File: src/rtl/mux_4to1_serial_pkg.sv
// mux_4to1_serial_pkg: shared widths, lane count and state encoding for the serializer
package mux_4to1_serial_pkg;
   localparam int LANES  = 4;
   localparam int BYTE_W = 8;
   localparam int SEL_W  = 2;
   typedef logic [SEL_W-1:0] sel_t;
   typedef enum logic {IDLE = 1'b0, SEND = 1'b1} state_t;
   localparam sel_t LAST_SEL = sel_t'(LANES - 1);
endpackage

File: src/rtl/mux4to1_sel.sv
// mux4to1_sel: picks one held lane by slot index; an invalid lane reads as a zero byte
module mux4to1_sel
   import mux_4to1_serial_pkg::*;
(
   input  logic [LANES-1:0][BYTE_W-1:0] hold_data,
   input  logic [LANES-1:0]             hold_valid,
   input  sel_t                         sel,
   output logic [BYTE_W-1:0]            lane_data,
   output logic                         lane_valid
);
   // lane selection, masking data of lanes that were not valid
   always_comb begin
      lane_valid = hold_valid[sel];
      lane_data  = lane_valid ? hold_data[sel] : '0;
   end
endmodule

File: src/rtl/mux_4to1_serial.sv
// mux_4to1_serial: captures a 4-lane byte group and streams it out one lane per cycle
module mux_4to1_serial
   import mux_4to1_serial_pkg::*;
(
   input  logic              clk,
   input  logic              reset,
   input  logic [BYTE_W-1:0] data_in0,
   input  logic [BYTE_W-1:0] data_in1,
   input  logic [BYTE_W-1:0] data_in2,
   input  logic [BYTE_W-1:0] data_in3,
   input  logic              valid_in0,
   input  logic              valid_in1,
   input  logic              valid_in2,
   input  logic              valid_in3,
   output logic              in_ready,
   output logic [BYTE_W-1:0] data_out,
   output logic              valid_out
);
   state_t                      state;
   sel_t                        sel;
   logic [LANES-1:0][BYTE_W-1:0] hold_data;
   logic [LANES-1:0]             hold_valid;
   logic [BYTE_W-1:0]            lane_data;
   logic                         lane_valid;
   logic                         accept;

   assign in_ready = (state == IDLE) || (sel == LAST_SEL);
   assign accept   = in_ready && (valid_in0 || valid_in1 || valid_in2 || valid_in3);

   mux4to1_sel u_sel (
      .hold_data (hold_data),
      .hold_valid(hold_valid),
      .sel       (sel),
      .lane_data (lane_data),
      .lane_valid(lane_valid)
   );

   // group capture, slot sequencing and registered serial output; a new group at the last slot chains without a gap
   always_ff @(posedge clk) begin
      if (reset) begin
         state      <= IDLE;
         sel        <= '0;
         hold_data  <= '0;
         hold_valid <= '0;
         data_out   <= '0;
         valid_out  <= 1'b0;
      end else begin
         data_out  <= (state == SEND) ? lane_data : '0;
         valid_out <= (state == SEND) && lane_valid;
         if (state == SEND) begin
            sel <= sel + sel_t'(1);
            if (sel == LAST_SEL) state <= IDLE;
         end
         if (accept) begin
            hold_data  <= {data_in3, data_in2, data_in1, data_in0};
            hold_valid <= {valid_in3, valid_in2, valid_in1, valid_in0};
            state      <= SEND;
            sel        <= '0;
         end
      end
   end
endmodule

File: config.mk
export PLATFORM = sky130hd
export DESIGN_NAME = mux_4to1_serial
export DESIGN_NICKNAME = d
export VERILOG_FILES = /design/src/rtl/mux_4to1_serial_pkg.sv /design/src/rtl/mux4to1_sel.sv /design/src/rtl/mux_4to1_serial.sv
export SDC_FILE = /design/constraint.sdc
export NUM_CORES = 1
export LEC_CHECK = 0
export BUFFER_PORTS_ARGS = -buffer_cell sky130_fd_sc_hd__buf_2
export CAP_MARGIN = 20
export CORE_MARGIN = 2
export CORE_UTILIZATION = 45
export DETAILED_ROUTE_END_ITERATION = 12
export PLACE_DENSITY = 0.71
export SLEW_MARGIN = 20
export SYNTH_ARGS = -nofsm -noshare
export SYNTH_HDL_FRONTEND = slang
export SYNTH_SLANG_ARGS = --single-unit
File: constraint.sdc
create_clock -name clk -period 1.4 [get_ports clk]
set_clock_uncertainty 0.05 [all_clocks]
set_input_delay 0.28 -clock clk [delete_from_list [all_inputs] [get_ports clk]]
set_output_delay 0.28 -clock clk [all_outputs]
set_load 0.05 [all_outputs]
### Yosys cells after proc, flatten, opt, wreduce, memory -nomap -nowiden

Cells that the tools add are included.

* $add $sub $neg: 1
* $lt $le $gt $ge: 1
* equality and inequality tests: 1
* mux-type cells: 7
* bitwise gates (word level): 2
* reduce and logical (&&, ||, !) cells: 8

Operators with widths (number)
* 8-bit binary-select mux with 2-bit select: 1
* 8-bit 2-to-1 mux: 1
* 1-bit logical OR: 4
* 1-bit 2-to-1 mux: 4
* 2-bit by 3-bit < comparator with 1-bit output, second input constant: 1
* 3-bit OR reduction: 1
* 2-bit by 1-bit adder with 2-bit output, second input constant: 1
* 1-bit binary-select mux with 2-bit select: 1
* 2-bit == test, second input constant: 1
* 1-bit logical AND: 2
* 1-bit inverter: 2
* 2-bit OR reduction: 1

* bits in registers: 48
* input port bits: 38
* output and inout bits: 10
* logic and storage cells: 29

### Logic depth before layout (Yosys ltp)

* depth after elaboration: 5
* gate-level depth with buffers: 8

### Cells and area by module

Synthesis repeated with hierarchy kept, for this count alone.

* cells, all modules: 212
* area total of the unflattened synthesis: 2143.3 µm²

Modules (own cells, without submodules)
* mux_4to1_serial: instances 1, cells each 193, area an instance 1844.3 µm²
* mux4to1_sel: instances 1, cells each 19, area an instance 299.0 µm²

### Worst setup path after synthesis

Ideal clock, no wire load.

* path type: flip-flop to flip-flop
* start point: reg sel[0]
* end point: reg hold_data[18] (netlist bit)
* setup time: 132 ps
* arrival time: 1211 ps
* data required time: 1218 ps
* setup slack: 6 ps
* cell stages (with the launch flop): 8
* clock period less this slack: 1394 ps
* cell sequence: dfxtp_1 -> ha_1 -> nor2b_1 -> buf_4 -> inv_2 -> buf_2 -> nand3b_1 -> a21oi_1

* longest elaborated chain between the ends: 3

Ends and longest elaborated chain
* start, declared: RTL line mux_4to1_serial.sv:20 `sel_t sel;`
* start signal, assigned: RTL line mux_4to1_serial.sv:51 `sel <= sel + sel_t'(1);`
* 2-bit == test: RTL line mux_4to1_serial.sv:27 `assign in_ready = (state == IDLE) || (sel == LAST_SEL);`
* 1-bit logical OR: RTL line mux_4to1_serial.sv:27
* net in_ready: RTL line mux_4to1_serial.sv:15 `output logic in_ready,`
* 1-bit logical AND: RTL line mux_4to1_serial.sv:28 `assign accept = in_ready && (valid_in0 || valid_in1 || valid_in2 || valid_in3);`
* end signal, assigned: RTL line mux_4to1_serial.sv:55 `hold_data <= {data_in3, data_in2, data_in1, data_in0};`
* end, declared: RTL line mux_4to1_serial.sv:21 `logic [LANES-1:0][BYTE_W-1:0] hold_data;`

The timed path passes the listed nets, and every way through them passes these cells.
A chain may end at the register's enable or synchronous reset.

### Final worst setup path

* start point: reg sel[0]
* end point: out in_ready

* longest elaborated chain between the ends: 2

Ends and longest elaborated chain (RTL line)
* 2-bit == test: mux_4to1_serial.sv:27
* 1-bit logical OR: mux_4to1_serial.sv:27
* end, declared: mux_4to1_serial.sv:15

No other way between the ends.

==> metrics.md <==
| Metric | Value |
|---|---|
| Run status | `complete, but fails checks` |
| Failing checks | `negative setup slack` |
| Avg Inst Size Synth | `~10 sq um` |
| Kind of critical path | `flop to output pin` |
| Slew Limit Headroom | `0.797` |
| Pwr dens | `1030 mW/mm^2` |
| Core Footprint | `between 0.004 and 0.005 sq mm` |
| Post-Syn Instances | `about 200` |
| Pin count of the biggest net entering global routing | `71` |
| Setup slack after layout | `-59.3 ps` |
| DRC Markers | `0` |
| CP max stage delay | `roughly 350 ps` |
| Static Leak | `1.05 nW` |
| Setup violations, final | `9` |
| Yosys Warn Count | `0` |
| Slew of the pin with the lowest slew margin | `304 ps` |
| Die width | `a little over 70 microns` |
| Critical Path Source Type | `flop` |
| Initial Utilization | `0.467` |
| Latest clock arrival within the worst-skew pair | `300 ps` |
| Share of layout cells above drive strength 1 | `0.346` |
| WL final | `between 4000 and 5000 microns` |
| Max Root-Sink Buffers | `2` |
| Global-route wire length before repair | `~7600 microns` |
| Layout area overhead | `26.7%` |
| Seq/Total Area, Yosys | `0.469` |
| Via count | `1679` |
| RePlAce Congestion | `0.738` |
| Vias per Instance | `5.38` |
| PortBufs | `47` |
| Synthesized area | `between 0.002 and 0.0025 sq mm` |
| Period utilization | `1.04` |
| Routed len/inst | `15.2 microns` |
| Critical Path AT | `1130 ps` |
| All-layer global routing usage | `0.188` |
| TritonCTS clock tree | `built` |
| Synth Register Bits | `48` |
| Clk sinks | `48` |
| Final Instance Area | `0.00260 sq mm` |
| Final min period | `1460 ps` |
| Req. time, crit path | `1070 ps` |
| DRT antenna net count | `0` |
| Yosys cell types | `22` |
| CTS root buffer | `clkbuf_8` |
| Final hold vios | `0` |
| H-tree Lvls | `2` |
| Highest clock rate | `685 MHz` |
| RSZ-0062 raised after global routing | `true` |
| DRT Pass-1 Iters | `4` |
| Die Y | `71.5 microns` |
| CP max-delay cell | `dfxtp_2` |
| WHS | `189 ps` |
| Final net count | `a little under 300` |
| Initial antenna violation count | `0` |
| CTS Buf Count | `5` |
| R2r setup slk | `-30 ps` |
| Crit Path Max Fanout | `2` |
| Placed inst area | `0.00236 sq mm` |
| Final Max Tran Viols | `0` |
| Std cell rows | `24` |
| IO Pins | `48` |
| CP cell instances | `ha_4 -> nor2b_4 -> inv_4 -> buf_8` |
| Vias in the first global route | `roughly 1600` |
| Max_cap viols | `0` |
| Max rail drop VDD | `507 uV` |
| 1st-iter DRT viols | `70` |
| Die area | `0.00511 sq mm` |
| Worst Setup End Kind | `output pin` |
| Clock slew at reported path FFs | `around 80 ps` |
| Hold WC Path Type | `primary input to flop` |
| HPWL Detailed | `3000 microns` |
| Total grt overflow | `0` |
| Post-synth net total | `245` |
| N_diodes | `0` |
logic make-up (layout without fill, tap and decap cells):
logic type,Yosys count,in the layout,synth area share
muxes,10,10,0.104
adders and majority gates,1,1,0.00610
DFF,48,48,0.469
xor gates and xnor gates,1,1,0.00427
and+or+nand+nor,50,51,0.175
AOI/OAI and AO/OA,73,73,0.178
buffers and inverters,23,76,0.0641
where the power goes:
| group | internal (mW) | leakage, nW | switching [mW] |
|---|---|---|---|
| sequential | 1.43 | 0.395 | 0.0327 |
| combinational | 0.196 | 0.605 | 0.188 |
| clock | 0.403 | 0.0455 | 0.430 |
| total | 2.03 | 1.05 | 0.650 |
metrics by stage:
step	worst slack, ps	TNS [ps]	utilization	instances	total power, mW
global route	-116	-627	0.592	312	2.81
CTS	-63.7	-121	0.577	309	2.67
finish	-59.3	-201	0.592	312	2.68
detailed placement	-21.4	-29.4	0.539	297	1.84
global placement	7.20	0	0.539	297	1.83
floorplan	6.44	0	-	206	1.71
Yosys cell counts (all sizes together):
library cell   n  area (sq um)
buf           12          88.8
nor3           2          10.0
mux2i          1          10.0
nor2b          9          56.3
ha             1          12.5
inv            2          7.50
nand3b        33           251
nor4           1          21.3
a21oi         37           185
nand2          4          15.0
o21ai         36           180
nor2           1          3.75
clkbuf         9          35.0
mux4           9           203
xnor2          1          8.76
dfxtp         48           961
worst max-delay path, delay by kind of cell (launching register included):
kind	cells	cell delay, ps
fa+ha+maj	1	160
flops	1	350
simple gates	1	140
buf+inv	2	190
state kept, by name, indices dropped and copies added, names as in the netlist:
name        cells
valid_out       1
hold_data      32
state           1
sel             2
data_out        8
hold_valid      4
placed cells by master, fill, tap and decap left out:
master and n:
a21oi_1 36, a21oi_2 1, buf_12 3, buf_2 46, buf_4 11, buf_6 4, buf_8 1, clkbuf_1 2
clkbuf_16 1, clkbuf_8 6, dfxtp_1 46, dfxtp_2 2, ha_4 1, inv_1 1, inv_4 1, mux2i_1 1
mux4_2 9, nand2_1 4, nand3b_1 32, nand3b_4 2, nor2_1 1, nor2b_1 8, nor2b_4 1, nor3_1 2
nor4_4 1, o21ai_0 28, o21ai_1 8, xnor2_1 1
final timing paths:
kind | from | end | cells past startpoint
hold reg to reg | hold_data[27] | hold_data[27] | 2
setup reg to reg | sel[1] | data_out[0] | 4
hold / removal | data_in2[6] | hold_data[22] | 3
setup / recovery | sel[0] | in_ready | 4
layout make-up:
cell class,count,area (sq um)
clock buffer,8,90.1
sequential,48,963
fill,389,1790
timing repair buffer,66,458
multi-input combinational,136,1010
inverter,2,10.0
tap,52,65.1
layer usage:
metal,vias to the layer above,track usage,part of all wire
li1,846,-,-
met1,783,0.247,0.44
met2,43,0.308,0.49
met3,7,0.0436,0.053
met4,0,0.0629,0.013
met5,-,0,0
what timing repair did:
item	in CTS	in global routing
buffers inserted	4	1
gates resized for setup	11	5
pin swaps	1	3
endpoints found under the hold margin	0	0
hold buffers	0	0
cloned	0	2
setup endpoints to repair	1	28
(Power assumes the default switching activity.)
